[src/rtl/clock_div_ctrl_if.sv]
// Divisor-update handshake between a configuring master and clock_div_ctrl.
`timescale 1ns/1ps
interface clock_div_ctrl_if #(
  parameter int unsigned CNT_W = 16
) ();
  logic [CNT_W-1:0] div_val;
  logic             div_valid;
  logic             div_ready;

  modport master (
    output div_val,
    output div_valid,
    input  div_ready
  );

  modport slave (
    input  div_val,
    input  div_valid,
    output div_ready
  );
endinterface

[src/rtl/clock_div_ctrl.sv]
// Programmable integer clock divider; new divisors take effect only at period boundaries.
// Optional CLKDIV_CTRL_PERIOD_CNT_EN adds a completed-period counter output.
`timescale 1ns/1ps
module clock_div_ctrl #(
  parameter int unsigned CNT_W       = 16,
  parameter int unsigned DEFAULT_DIV = 10
) (
  input  logic             clk_in,
  input  logic             nReset,
  input  logic             en,
  clock_div_ctrl_if.slave  cfg,
  output logic             clk_out,
  output logic             tick,
  output logic             running,
  output logic [CNT_W-1:0] cur_div
`ifdef CLKDIV_CTRL_PERIOD_CNT_EN
  ,
  output logic [CNT_W-1:0] period_cnt
`endif
);

  localparam logic [CNT_W-1:0] DefDiv = CNT_W'(DEFAULT_DIV);
  localparam logic [CNT_W-1:0] MinDiv = CNT_W'(2);
  localparam int unsigned      HalfW  = CNT_W + 1;

  typedef enum logic [0:0] {StStop, StRun} state_e;

  state_e           state_q, state_d;
  logic [CNT_W-1:0] cnt_q, cnt_d;
  logic [CNT_W-1:0] cur_div_q, cur_div_d;
  logic [CNT_W-1:0] pend_val_q, pend_val_d;
  logic             pend_q, pend_d;
  logic             clk_out_q, clk_out_d;
  logic             tick_q, tick_d;
  logic             boundary;
  logic             apply;
  logic [CNT_W:0]   half;

  assign boundary = (state_q == StRun) && (cnt_q == (cur_div_q - CNT_W'(1)));

  always_ff @(posedge clk_in or negedge nReset) begin
    if (!nReset) begin
      state_q <= StStop;
    end else begin
      state_q <= state_d;
    end
  end

  always_comb begin
    state_d = state_q;
    unique case (state_q)
      StStop:  if (en) state_d = StRun;
      StRun:   if (boundary && !en) state_d = StStop;
      default: state_d = StStop;
    endcase
  end

  always_comb begin
    cnt_d      = cnt_q;
    cur_div_d  = cur_div_q;
    pend_d     = pend_q;
    pend_val_d = pend_val_q;

    // A divisor pending in STOP is applied right away; in RUN only at the wrap.
    apply = pend_q && ((state_q == StStop) || boundary);
    if (apply) begin
      cur_div_d = pend_val_q;
      pend_d    = 1'b0;
    end
    if (cfg.div_valid && !pend_q) begin
      pend_d     = 1'b1;
      pend_val_d = (cfg.div_val < MinDiv) ? MinDiv : cfg.div_val;
    end

    if ((state_d == StRun) && (state_q == StRun) && !boundary) begin
      cnt_d = cnt_q + CNT_W'(1);
    end else begin
      cnt_d = '0;
    end

    // High phase is ceil(N/2) counts of the period being entered.
    half      = ({1'b0, cur_div_d} + HalfW'(1)) >> 1;
    clk_out_d = (state_d == StRun) && ({1'b0, cnt_d} < half);
    tick_d    = (state_d == StRun) && (cnt_d == '0);
  end

  always_ff @(posedge clk_in or negedge nReset) begin
    if (!nReset) begin
      cnt_q      <= '0;
      cur_div_q  <= DefDiv;
      pend_q     <= 1'b0;
      pend_val_q <= '0;
      clk_out_q  <= 1'b0;
      tick_q     <= 1'b0;
    end else begin
      cnt_q      <= cnt_d;
      cur_div_q  <= cur_div_d;
      pend_q     <= pend_d;
      pend_val_q <= pend_val_d;
      clk_out_q  <= clk_out_d;
      tick_q     <= tick_d;
    end
  end

  assign cfg.div_ready = ~pend_q;
  assign clk_out       = clk_out_q;
  assign tick          = tick_q;
  assign running       = (state_q == StRun);
  assign cur_div       = cur_div_q;

`ifdef CLKDIV_CTRL_PERIOD_CNT_EN
  logic [CNT_W-1:0] period_cnt_q;

  always_ff @(posedge clk_in or negedge nReset) begin
    if (!nReset) begin
      period_cnt_q <= '0;
    end else if (boundary) begin
      period_cnt_q <= period_cnt_q + CNT_W'(1);
    end
  end

  assign period_cnt = period_cnt_q;
`else
  // Period counter not built.
`endif

endmodule
[src/flat_wrapper.sv]
// flat-port wrapper written by rule: the top's interface ports become plain ports
module clock_div_ctrl_flat 
#(
  parameter int unsigned CNT_W       = 16,
  parameter int unsigned DEFAULT_DIV = 10
)
  (clk_in, nReset, en, clk_out, tick, running, cur_div, cfg_div_val, cfg_div_valid, cfg_div_ready);
  clock_div_ctrl_if #(.CNT_W(CNT_W)) cfg_i ();
  input  logic clk_in;
  input  logic nReset;
  input  logic en;
  output logic clk_out;
  output logic tick;
  output logic running;
  output logic [CNT_W-1:0] cur_div;
  input wire logic [$bits(cfg_i.div_val)-1:0] cfg_div_val;
  input wire logic [$bits(cfg_i.div_valid)-1:0] cfg_div_valid;
  output wire logic [$bits(cfg_i.div_ready)-1:0] cfg_div_ready;
  assign cfg_i.div_val = cfg_div_val;
  assign cfg_i.div_valid = cfg_div_valid;
  assign cfg_div_ready = cfg_i.div_ready;
  clock_div_ctrl #(.CNT_W(CNT_W), .DEFAULT_DIV(DEFAULT_DIV)) u_core (.clk_in(clk_in), .nReset(nReset), .en(en), .cfg(cfg_i), .clk_out(clk_out), .tick(tick), .running(running), .cur_div(cur_div));
endmodule
[config.mk]
export PLATFORM = sky130hd
export DESIGN_NAME = clock_div_ctrl_flat
export DESIGN_NICKNAME = d
export VERILOG_FILES = /design/src/rtl/clock_div_ctrl_if.sv /design/src/rtl/clock_div_ctrl.sv /design/src/flat_wrapper.sv
export SDC_FILE = /design/constraint.sdc
export NUM_CORES = 1
export LEC_CHECK = 0
export CAP_MARGIN = 15
export CORE_MARGIN = 2
export CORE_UTILIZATION = 40
export CTS_CLUSTER_DIAMETER = 200
export CTS_CLUSTER_SIZE = 25
export DETAILED_ROUTE_END_ITERATION = 10
export PLACE_DENSITY = 0.59
export SLEW_MARGIN = 30
export SYNTH_ARGS = -nofsm -noshare
export SYNTH_HDL_FRONTEND = slang
export SYNTH_SLANG_ARGS = --single-unit
export TNS_END_PERCENT = 50
[constraint.sdc]
create_clock -name clk_in -period 5.45 [get_ports clk_in]
set_input_delay 0.545 -clock clk_in [delete_from_list [all_inputs] [get_ports clk_in]]
set_output_delay 0.545 -clock clk_in [all_outputs]
set_load 0.02 [all_outputs]
Yosys cells after proc, flatten, opt, wreduce, memory -nomap -nowiden:

Cells that the tools add are included.

* add/subtract/negate cells: 3
* magnitude comparators: 2
* equal/unequal tests: 1
* multiplexer cells: 8
* bitwise operators: 2
* reductions and logical operators: 14

Operators with widths (count)
* 16-bit 2-to-1 mux: 3
* 16-bit by 1-bit adder with 17-bit output (second input constant): 1
* 16-bit by 1-bit adder with 16-bit output (second input constant): 1
* 16-bit equality test: 1
* 16-bit zero test: 1
* 16-bit less-than comparator: 1
* 16-bit by 2-bit less-than comparator with 1-bit output (second input constant): 1
* 16-bit by 1-bit subtractor with 16-bit output (second input constant): 1
* 1-bit logical AND: 8
* 1-bit 2-to-1 mux: 4
* 1-bit zero test: 3
* 1-bit inverter: 2
* 1-bit case mux with 2 select lines: 1
* 2-bit nonzero test: 1
* 1-bit logical OR: 1

* register bits: 52
* input bits: 20
* logic and storage cells: 37

Logic depth before layout (Yosys ltp):

Gate-level depths: netlist (run 1).

* depth after elaboration: 11
* mapped depth: 27
* gate-level depth less buffers: 23

Worst setup path before layout (run 1):

Ideal clock, no wire load.

* kind: reg-to-reg
* start: reg u_core.cur_div_q[0] (netlist: u_core.cur_div[0])
* end: reg u_core.clk_out_q (netlist: u_core.clk_out)
* setup time: 68 ps
* arrival: 4998 ps
* path slack: 384 ps
* cell stages (with the launch flop): 28
* buffers on the path: 4
* clock period less this slack: 5066 ps
* cells stage by stage: dfrtp_1 -> buf_6 -> inv_1 -> ha_1 -> or3b_4 -> nor4_1 -> o211ai_1 -> a41oi_1 -> o2111ai_2 -> a21oi_4 -> buf_12 -> buf_4 -> nand2_1 -> o21ai_0 -> ha_1 -> buf_1 -> nand4_1 -> mux2i_1 -> xnor2_1 -> ha_1 -> a21o_1 -> a21o_1 -> a21o_1 -> a21o_1 -> a21oi_1 -> nor2b_1 -> o21ai_0 -> and4_1

* elaborated cells on any way between the ends: 16

RTL lines
* start, declared: line clock_div_ctrl.sv:30 `logic [CNT_W-1:0] cur_div_q, cur_div_d;`
* start signal, assigned: line clock_div_ctrl.sv:90 `cur_div_q <= DefDiv;`
* start signal, assigned: line clock_div_ctrl.sv:97 `cur_div_q <= cur_div_d;`
* 16-bit by 1-bit subtractor with 16-bit output: line clock_div_ctrl.sv:39 `assign boundary = (state_q == StRun) && (cnt_q == (cur_div_q - CNT_W'(1)));`
* 16-bit equality test: line clock_div_ctrl.sv:39
* 1-bit logical AND: line clock_div_ctrl.sv:39
* 1-bit logical OR: line clock_div_ctrl.sv:65 `apply = pend_q && ((state_q == StStop) || boundary);`
* 1-bit logical AND: line clock_div_ctrl.sv:65
* 16-bit 2-to-1 mux: line clock_div_ctrl.sv:66 `if (apply) begin`
* via u_core.cur_div_d[1]: line clock_div_ctrl.sv:30
* 16-bit by 1-bit adder with 17-bit output: line clock_div_ctrl.sv:82 `half = ({1'b0, cur_div_d} + HalfW'(1)) >> 1;`
* 16-bit less-than comparator: line clock_div_ctrl.sv:83 `clk_out_d = (state_d == StRun) && ({1'b0, cnt_d} < half);`
* 1-bit logical AND: line clock_div_ctrl.sv:83
* via u_core.clk_out_d: line clock_div_ctrl.sv:33 `logic clk_out_q, clk_out_d;`
* end signal, assigned: line clock_div_ctrl.sv:100 `clk_out_q <= clk_out_d;`
* end, declared: line clock_div_ctrl.sv:33

The timed path passes the listed nets, and every way through them passes these cells.
A chain may end at the register's enable or synchronous reset.

Worst setup path after layout (run 1):

* start: reg u_core.cur_div_q[0] (netlist: u_core.cur_div[0])
* end: reg u_core.clk_out_q (netlist: u_core.clk_out)

* elaborated cells on any way between the ends: 16

RTL lines (line)
* 16-bit by 1-bit subtractor with 16-bit output: clock_div_ctrl.sv:39
* 16-bit equality test: clock_div_ctrl.sv:39
* 1-bit logical AND: clock_div_ctrl.sv:39
* 1-bit logical OR: clock_div_ctrl.sv:65
* 1-bit logical AND: clock_div_ctrl.sv:65
* 16-bit 2-to-1 mux (*): clock_div_ctrl.sv:66
* via u_core.cur_div_d[0]: clock_div_ctrl.sv:30
* 16-bit by 1-bit adder with 17-bit output (*): clock_div_ctrl.sv:82
* 16-bit less-than comparator (*): clock_div_ctrl.sv:83
* 1-bit logical AND (*): clock_div_ctrl.sv:83
* via u_core.clk_out_d: clock_div_ctrl.sv:33

The timed path passes the listed nets; every way through them passes the cells marked *.

==> metrics.txt, run 1 <==
area enclosed by the die boundary=10340 µm²; Tightest Hold Check Type=in2async; number of hold buffers added after CTS=0; ANT cells=0; Cell variety after synth=53; net count of the mapped netlist=471; Die Wd=101.7 µm; top area cells in the synthesized netlist=dfrtp_1 (33%), xnor2_1 (7.8%), nand2_1 (7.0%); global route overflow=0; vias in the first global route=about 3100; maximum count of clock buffers along a single path=2; outcome=finished clean; number of antenna violations at the first check in global routing=0; signed area change from the synthesized netlist to the final layout=13.48%; clock transition at the registers of the reported paths=0.10 ns; fin area=4330 µm²; starting density of the core=41.30%; endpoints failing setup=0; final setup skew=around 0.0035 ns; total number of vias=about 3200; category of the most critical setup path=reg2reg; number of placed instances with taps included=579; asr flop ratio synth=100.0%; DR vias/cell=between 5 and 6; Post-synth EDFFs=0; ys flop type=dfrtp_1; Final nets=between 400 and 500; fraction of synthesized cell area in xor and xnor cells=13.31%; worst-case vdd ir drop=81.92 µV; P per Cell Area=151.6 nW/µm²; number of max-cap violations=0; DRC violations left=0; maximum achievable frequency=198.9 MHz; critical path required time=5.70 ns; first-pass GRT wire length=between 15000 and 20000 µm; final hold slack=0.3265 ns; post-place setup slack=0.4332 ns; share of cell area taken by muxes after synthesis=8.033%; post-route non-filler standard cell count=between 500 and 600; total internal power=0.5002 mW; port bufs=39; CTS tree=yes; Final TNS setup=0 ns; H-tree depth reported by CTS=2; portion of the post-synthesis area used by sequential elements=34.16%; Die Y=101.7 µm; Max-Slew Margin vs Limit=54.05%; dominant combinational cell family by area after synthesis=simple AND/OR/NAND/NOR gates; worst slew pin tran=0.6893 ns; Final Critical Period=5.028 ns; leakage power figure=~1.8 nW; setup repair after global routing missed its margin=false; switching power as a share of total power=23.83%; total routing resource utilization after global routing=19.38%; kind of capture point of the worst setup path=register; post-synthesis share of cell area spent on full adders, half adders and majority gates=5.902%; post-synthesis register bit count=52; row count=35; violation count after the first detailed-routing iteration=approximately 160; Comb power frac=4.7%; final hold violations=0; share of the cycle needed by the critical path after routing=92.26%; share of synthesized cell area in and, or, nand and nor gates=26.82%; clock latency on the worst-skew pair=0.31 ns; Worst setup SP type=register; Worst Path Arrival=5.28 ns; warning count from the yosys run=0; number of search-and-repair iterations in the first detailed-routing pass=4; CTS Buf Count=5; ratio of cells with drive above 1 in the final layout=8.515%; PnR Total Power=approximately 0.66 mW; Clock Power Share=roughly a third; clock net sink count=52; final critical-path setup slack=~0.42 ns; wire length per cell=16.01 µm; largest fanout of any net on the critical path=10; placeable core area=9240 µm²; leading area contributor after synthesis=dfrtp_1; global placement routability congestion=0.8487; pin count of the biggest net entering global routing=53; clock root buffer=clkbuf_8; top-area cell type share of the netlist area=32.79%; Final HPWL DP=between 7000 and 8000 µm; utilization of the core after routing=~47%; mapped cell area=3816 µm²; I/O pin total=40; wirelength, routed=9395 µm; Routed Antenna Nets=0; switching power summed over all nets=0.1565 mW; compound-cell area share of the yosys netlist=~7%; cell area after placement=4237 µm²; Sequential Power Share=60.8%; Max Transition Viols Final=0; number of cells produced by synthesis=~430; Post-Synthesis Mean Instance Area=8.813 µm²
## what timing repair did
| action | CTS | global route |
|---|---|---|
| resized for setup | 0 | 1 |
| endpoints found under the setup margin | 0 | 1 |
| buffers inserted | 0 | 0 |
## final timing paths
path                                       start                    end  cells after the start  slack, ns
min in group clk_in        u_core.pend_val_q[15]  u_core.pend_val_q[15]                      2       0.49
setup reg to reg               u_core.cur_div[0]         u_core.clk_out                     23       0.42
setup / recovery               u_core.cur_div[0]         u_core.clk_out                     23       0.42
hold reg to reg            u_core.pend_val_q[15]  u_core.pend_val_q[15]                      2       0.49
max in group asynchronous                 nReset      u_core.cur_div[4]                      2       4.64
hold / removal                            nReset        u_core.cnt_q[6]                      2       0.33
## placed cells by master (no fill, tap or decap), types with 2 or more instances in the layout
cell and instances:
a21oi_1 8, inv_1 6, and2_1 2, nor2b_1 2, or3_1 3, nand2_1 71, dfrtp_1 50, mux2_4 5
mux2_2 9, o21ai_0 12, nor4_1 7, mux2i_1 13, nor2_1 40, nand2b_1 3, nor3_1 13, clkdlybuf4s50_1 38
o21ai_1 2, dfstp_2 2, xnor2_1 34, clkbuf_1 2, nand3_1 26, and4_1 2, a21o_1 5, buf_4 5
and3_1 6, nor3b_1 2, nand4_1 17, xor2_1 24, ha_1 18, a31oi_1 3, clkbuf_8 5
## registers in the layout, indices dropped and copies added (netlist names)
name,flops
u_core.running,1
u_core.cur_div,16
u_core.pend_val_q,16
u_core.cnt_q,16
u_core.tick,1
u_core.pend_q,1
u_core.clk_out,1
## worst max-delay path, stage by stage, from the launching register on
cell	delay [ns]
dfrtp_1	0.51
inv_1	0.12
ha_1	0.27
or3b_4	0.44
nor4_1	0.19
o211ai_1	0.12
a41oi_1	0.29
o2111ai_2	0.25
a21oi_4	0.33
nand2_1	0.08
o21ai_0	0.12
ha_1	0.35
nand4_1	0.13
mux2i_1	0.19
xnor2_1	0.14
ha_1	0.26
a21o_1	0.16
a21o_1	0.16
a21o_1	0.17
a21o_1	0.18
a21oi_1	0.14
nor2b_1	0.05
o21ai_0	0.14
and4_1	0.19
## kinds of logic after synthesis
group / after synthesis
compound gates: 40
xor+xnor: 58
fa+ha+maj: 18
buf+inv: 33
flops: 52
mux: 27
simple gates: 205
## power by group through the flow
stage / Combinational [mW] / Clock, mW / Sequential (mW)
floorplan: 0.00697 / 0 / 0.404
global route: 0.0350 / 0.254 / 0.401
global placement: 0.0314 / 0 / 0.407
detailed placement: 0.0318 / 0 / 0.407
CTS: 0.0319 / 0.236 / 0.399
finish: 0.0307 / 0.226 / 0.400
## layer usage
metal / part of all wire (%) / vias up / track usage, %
met5: 0 / - / 0
li1: - / 1558 / -
met4: 1.8 / 0 / 6.133
met3: 4.0 / 18 / 2.692
met2: 47 / 72 / 31.73
met1: 47 / 1514 / 26.54
## cell usage after synthesis, types with 2 or more instances
cell type / count
nand2_1: 71
dfrtp_1: 50
nor2_1: 40
xnor2_1: 34
nand3_1: 26
xor2_1: 24
ha_1: 18
nand4_1: 17
clkbuf_1: 15
mux2i_1: 13
nor3_1: 13
o21ai_0: 12
mux2_2: 9
a21oi_1: 8
nor4_1: 7
and3_1: 6
inv_1: 6
a21o_1: 5
mux2_4: 5
a31oi_1: 3
buf_1: 3
buf_2: 3
buf_6: 3
nand2b_1: 3
nor2b_1: 3
or3_1: 3
and2_1: 2
and4_1: 2
buf_12: 2
dfstp_2: 2
nor3b_1: 2
o21ai_1: 2
## area by class of cell
| class | instances | area (µm²) |
|---|---|---|
| fill | 919 | 4910 |
| clock buffer | 7 | 76.32 |
| inverter | 6 | 22.52 |
| sequential | 52 | 1304 |
| multi-input combinational | 348 | 2335 |
| tap | 129 | 161.4 |
| clock inverter | 1 | 8.758 |
| timing repair buffer | 44 | 422.9 |
Power figures use the tool's default switching activity.
==> run 2: changes to the inputs <==
PLACE_DENSITY = 0.67   (was 0.59)
==> run 2 against run 1 <==
  * Via count rose by 0.95%
  * Critical endpoint unchanged
  * Maximum frequency is 0.29% lower
  * Utilization up 0.23 points
  * Sequential share of layout area is 0.15 points lower
  * Flip-flop and latch count is the same
  * Clock skew grew 0.013 ns
  * First-iteration DRC count is 13% lower
  * Die area unchanged
  * Routed wire length up 0.81%
  * Sequential power about the same
  * Final area rose by 0.49%
  * Critical path type unchanged
==> metrics.txt, run 2 (same netlist as run 1, synthesis figures left out) <==
leakage power figure=1.806 nW (+0.40%); CTS tree=yes; layout filler cell count=895 (-2.6%); Tightest Hold Check Type=in2async; vias in the first global route=3132 (+0.42%); number of placed instances with taps included=581 (+0.35%); ratio of cells with drive above 1 in the final layout=9.348% (+0.83 points); Crit Reg-Reg Startpoint=u_core.cur_div[6]; r2r worst-path depth=21 (-8.7%); setup repair after global routing missed its margin=false; utilization of the core after routing=47.10% (+0.23 points); Comb power frac=4.7% (about the same); total number of vias=3192 (+0.95%); largest fanout of any net on the critical path=10 (unchanged); Final nets=497 (+0.40%); starting density of the core=41.30% (unchanged); share of the cycle needed by the critical path after routing=92.53% (+0.27 points); area enclosed by the die boundary=10340 µm² (unchanged); worst slew pin tran=0.8586 ns (+0.1693 ns); wire length per cell=16.08 µm (+0.47%); final hold violations=0 (unchanged); Max Transition Viols Final=0 (unchanged); number of antenna violations at the first check in global routing=0 (unchanged); CTS Buf Count=5 (unchanged); number of search-and-repair iterations in the first detailed-routing pass=5 (+1); I/O pin total=40 (unchanged); setup slack on the worst flop-to-flop path=0.41 ns (about the same); outcome=finished clean; post-route non-filler standard cell count=589 (+0.34%); worst-case vdd ir drop=89.88 µV (+9.7%); Die Y=101.7 µm (unchanged); final hold slack=0.3183 ns (-0.008170 ns); endpoints failing setup=0 (unchanged); maximum count of clock buffers along a single path=2 (unchanged); total internal power=0.5006 mW (about the same); critical path required time=5.69 ns (about the same); post-place setup slack=0.4485 ns (+0.01530 ns); DR vias/cell=5.419 (+0.61%); Final Critical Period=5.043 ns (+0.01469 ns); maximum achievable frequency=198.3 MHz (-0.29%); category of the most critical setup path=reg2reg; Worst setup SP type=register; clock transition at the registers of the reported paths=0.11 ns (about the same); number of hold buffers added after CTS=0 (unchanged); global placement routability congestion=0.8910 (+5.0%); total routing resource utilization after global routing=19.17% (-0.21 points); most common cell after layout, fill and taps aside=nand2_1; H-tree depth reported by CTS=2 (unchanged); wirelength, routed=9471 µm (+0.81%); Final HPWL DP=7279 µm (+0.23%); first-pass GRT wire length=15450 µm (-0.31%); Clock Power Share=34.9% (+0.4 points); Sequential Power Share=60.4% (-0.4 points); Die Wd=101.7 µm (unchanged); Routed Antenna Nets=0 (unchanged); number of max-cap violations=0 (unchanged); violation count after the first detailed-routing iteration=141 (-13%); global route overflow=0 (unchanged); clock net sink count=52 (unchanged); kind of capture point of the worst setup path=register; clock root buffer=clkbuf_8; clock latency on the worst-skew pair=0.32 ns (about the same); final setup skew=0.01687 ns (+0.01342 ns); ANT cells=0 (unchanged); final critical-path setup slack=0.4070 ns (-0.01469 ns); Max-Slew Margin vs Limit=42.28% (-12 points); cells resized by post-CTS repair=0 (unchanged); Final TNS setup=0 ns (unchanged); port bufs=39 (unchanged); commonest cells after routing, fill and taps aside=nand2_1 (71), dfrtp_1 (50), nor2_1 (40); switching power summed over all nets=0.1609 mW (+2.8%); DRC violations left=0 (unchanged); post-CTS setup-driven buffer insertion count=0 (unchanged); pin count of the biggest net entering global routing=53 (unchanged); row count=35 (unchanged); Worst Path Arrival=5.29 ns (about the same); signed area change from the synthesized netlist to the final layout=14.03%; switching power as a share of total power=24.32% (+0.49 points); placeable core area=9240 µm² (unchanged); Reg-to-Reg End=u_core.clk_out; P per Cell Area=152.0 nW/µm² (+0.25%)
[run 2: how the worst max path moves through the flow]
stage | from | endpoint | slack, ns | cells after the start
floorplan | u_core.cur_div[0] | u_core.clk_out | 0.38 | 27
global placement | u_core.cur_div[6] | u_core.clk_out | 0.66 | 19
detailed placement | u_core.cur_div[6] | u_core.clk_out | 0.45 | 20
CTS | u_core.cur_div[6] | u_core.clk_out | 0.40 | 20
global route | u_core.cur_div[0] | u_core.clk_out | 0.03 | 22
finish | u_core.cur_div[6] | u_core.clk_out | 0.41 | 21
[run 2: power groups by stage]
stage | logic, mW | registers (mW) | clock network, mW
finish | 0.0308 | 0.400 | 0.231
global route | 0.0349 | 0.401 | 0.254
detailed placement | 0.0314 | 0.407 | 0
floorplan | 0.00697 | 0.404 | 0
global placement | 0.0307 | 0.407 | 0
CTS | 0.0315 | 0.400 | 0.238
[run 2: cell type report]
class                   count  area (µm²)  share of cell area, %
repair buffers             46       437.9                  10.06
multi-input cells         348        2337                  53.71
well taps                 129       161.4                  3.709
clock inverters             2       16.27                 0.3738
clock buffers               6       72.57                  1.668
inverters                   6       22.52                 0.5175
flip-flops and latches     52        1304                  29.96
[run 2: layer usage]
layer  wire length [µm]  track usage [%]  vias to the layer above  part of all wire [%]
li1                   -                -                     1552                     -
met1               4229            24.45                     1530                    45
met2               4605            32.69                       92                    49
met3                425            3.382                       18                   4.5
met4                211            6.653                        0                   2.2
met5                  0                0                        -                     0
[run 2: worst max-delay path, stage by stage, from the launching register on]
cell	delay [ns]
dfrtp_1	0.51
nor4_2	0.76
nand3_1	0.20
xnor2_1	0.19
nor4b_2	0.30
o2111ai_2	0.22
a21oi_4	0.32
nand2_1	0.09
o21ai_0	0.12
ha_2	0.32
buf_4	0.18
nand3_1	0.09
xor2_1	0.15
nand2_1	0.06
o21ai_0	0.09
ha_1	0.21
nor3_1	0.38
nand2b_1	0.10
nand3_1	0.14
a21oi_1	0.07
a211oi_1	0.26
and4_1	0.22
[run 2: metrics by stage]
step	total power [mW]	area [µm²]
after floorplan	0.4115	3816
after global placement	0.4376	4252
after detailed placement	0.4385	4252
after CTS	0.6694	4340
after global routing	0.6894	4352
final	0.6615	4352
==> run 3: changes to the inputs <==
GPL_TIMING_DRIVEN = 1   (was default)
PLACE_DENSITY = default   (was 0.67)
==> run 3 against run 2 <==
  * Die area is the same
  * Critical path type unchanged
  * Largest cell class unchanged
  * Via count shrank 0.85%
  * Sequential share of layout area shrank 0.27 points
  * Hold slack gained 0.018 ns
==> metrics.txt, run 3 (same netlist as run 1, synthesis figures left out) <==
category of the most critical setup path=reg2reg; ANT cells=0 (unchanged); endpoint of the worst setup timing path=u_core.clk_out; maximum count of clock buffers along a single path=2 (unchanged); Final nets=502 (+1.0%); Final HPWL DP=7235 µm (-0.61%); commonest cells after routing, fill and taps aside=nand2_1 (71), dfrtp_1 (50), nor2_1 (40); setup slack on the worst flop-to-flop path=0.36 ns (-0.04 ns); largest fanout of any net on the critical path=10 (unchanged); Die Y=101.7 µm (unchanged); clock net sink count=52 (unchanged); Die Wd=101.7 µm (unchanged); number of antenna violations at the first check in global routing=0 (unchanged); final setup skew=0.01308 ns (-0.003799 ns); r2r worst-path depth=23 (+9.5%); global route overflow=0 (unchanged); worst-case vdd ir drop=107.4 µV (+19%); number of hold buffers added after CTS=0 (unchanged); Final TNS setup=0 ns (unchanged); number of search-and-repair iterations in the first detailed-routing pass=4 (-1); vias in the first global route=3023 (-3.5%); Routed Antenna Nets=0 (unchanged); port bufs=39 (unchanged); signed area change from the synthesized netlist to the final layout=15.08%; met1 usage=26.30% (+1.9 points); DRC violations left=0 (unchanged); Worst setup SP type=register; I/O pin total=40 (unchanged); critical path required time=5.72 ns (+0.03 ns); library cell contributing the largest single delay on the critical path=dfrtp_1; H-tree depth reported by CTS=2 (unchanged); number of max-cap violations=0 (unchanged); Setup crit start=u_core.cur_div[0]; Final Critical Period=5.085 ns (+0.04235 ns); busiest metal layer after global routing=met2; CTS tree=yes; most numerous cell on the critical path=a21o_1; ratio of cells with drive above 1 in the final layout=10.32% (+0.97 points); kind of capture point of the worst setup path=register; endpoints failing setup=0 (unchanged); Global Route met2 Usage=31.28% (-1.4 points); Crit Reg-Reg Startpoint=u_core.cur_div[0]; violation count after the first detailed-routing iteration=114 (-19%); Tightest Hold Check Type=in2async; final hold violations=0 (unchanged); outcome=finished clean; clock transition at the registers of the reported paths=0.12 ns (about the same); most common cell after layout, fill and taps aside=nand2_1; P per Cell Area=154.6 nW/µm² (+1.7%); cells along the critical path=inv_1 > ha_1 > or3b_4 > o31a_1 > o211ai_1 > a41oi_1 > o2111ai_2 > a21oi_4 > buf_4 > o21ai_0 > ha_1 > nand4_1 > mux2i_1 > xnor2_1 > ha_1 > a21o_1 > a21o_1 > a21o_1 > a21o_1 > a21oi_1 > nor2b_1 > o21ai_0 > and4_1; CTS Buf Count=5 (unchanged); final hold slack=0.3358 ns (+0.01753 ns); pin count of the biggest net entering global routing=53 (unchanged); placeable core area=9240 µm² (unchanged); total number of vias=3165 (-0.85%); wirelength, routed=9375 µm (-1.0%); starting density of the core=41.30% (unchanged); DR vias/cell=5.328 (-1.7%); setup repair after global routing missed its margin=false; area enclosed by the die boundary=10340 µm² (unchanged); global placement routability congestion=0.8741 (-1.9%); Worst Path Arrival=5.35 ns (+0.06 ns); maximum achievable frequency=196.6 MHz (-0.83%); GR Util met3=2.622% (-0.76 points); Reg-to-Reg End=u_core.clk_out; worst slew pin tran=0.6946 ns (-0.1640 ns); maximum cell stage delay along the critical path=0.51 ns (-0.25 ns); leakage power figure=1.840 nW (+1.9%); PnR Total Power=0.6790 mW (+2.6%); first-pass GRT wire length=15310 µm (-0.89%); row count=35 (unchanged); Max Transition Viols Final=0 (unchanged); Max-Slew Margin vs Limit=53.70% (+11 points); number of placed instances with taps included=582 (+0.17%); clock latency on the worst-skew pair=0.33 ns (about the same); post-route non-filler standard cell count=594 (+0.85%); total routing resource utilization after global routing=19.13% (-0.044 points); wire length per cell=15.78 µm (-1.8%); clock root buffer=clkbuf_8; share of the cycle needed by the critical path after routing=93.31% (+0.78 points)
-- run 3: cell count changes in the layout (fill, tap and decap cells not counted), sizes merged --
cell    delta
buf        +5
clkbuf     -1
inv        +1
-- run 3: timing repair --
item / 4_1_cts / 5_1_grt
resized for setup: 0 / 1
setup buffers: 0 / 4
setup endpoints to repair: 0 / 1
hold endpoints to repair: 0 / 0
-- run 3: cell type report --
class / count / area [µm²]
well taps: 129 / 161.4
inverters: 6 / 22.52
fillers: 911 / 4848
clock inverters: 3 / 25.02
flip-flops and latches: 52 / 1304
clock buffers: 5 / 68.82
repair buffers: 51 / 475.5
multi-input cells: 348 / 2335
-- run 3: how the worst min path moves through the flow --
stage / from / end / slack, ns
after floorplan: nReset / u_core.clk_out / 0.25
after global placement: u_core.pend_val_q[15] / u_core.pend_val_q[15] / 0.47
after detailed placement: u_core.pend_val_q[15] / u_core.pend_val_q[15] / 0.46
after CTS: nReset / u_core.cur_div[2] / 0.36
after global routing: nReset / u_core.cur_div[2] / 0.39
final: nReset / u_core.cur_div[2] / 0.34
-- run 3: where the power goes --
group / leakage (nW) / switching [mW] / internal (mW) / total, mW
sequential: 0.677 / 0.00804 / 0.392 / 0.400
clock: 0.0452 / 0.154 / 0.0942 / 0.248
combinational: 1.12 / 0.0146 / 0.0162 / 0.0307
total: 1.84 / 0.177 / 0.502 / 0.679
-- run 3: stage by stage --
step	utilization, %	worst slack [ns]	area (µm²)
after floorplan	-	0.3840	3816
after global placement	46.09	0.4837	4259
after detailed placement	46.09	0.3365	4259
after CTS	47.11	0.3204	4353
after global routing	47.53	0.01643	4392
final	47.53	0.3646	4392
-- run 3: layer usage --
metal	wire length, µm	part of all wire [%]
met1	4574	49
met2	4295	46
met3	341	3.6
met4	163	1.7
met5	0	0
-- run 3: critical path, delay by kind of cell (launching register included) --
family / cells / cell delay, ns
compound gates: 12 / 2.09
xor+xnor: 1 / 0.15
fa+ha+maj: 3 / 0.91
buf+inv: 2 / 0.32
flops: 1 / 0.51
mux: 1 / 0.18
simple gates: 4 / 0.83
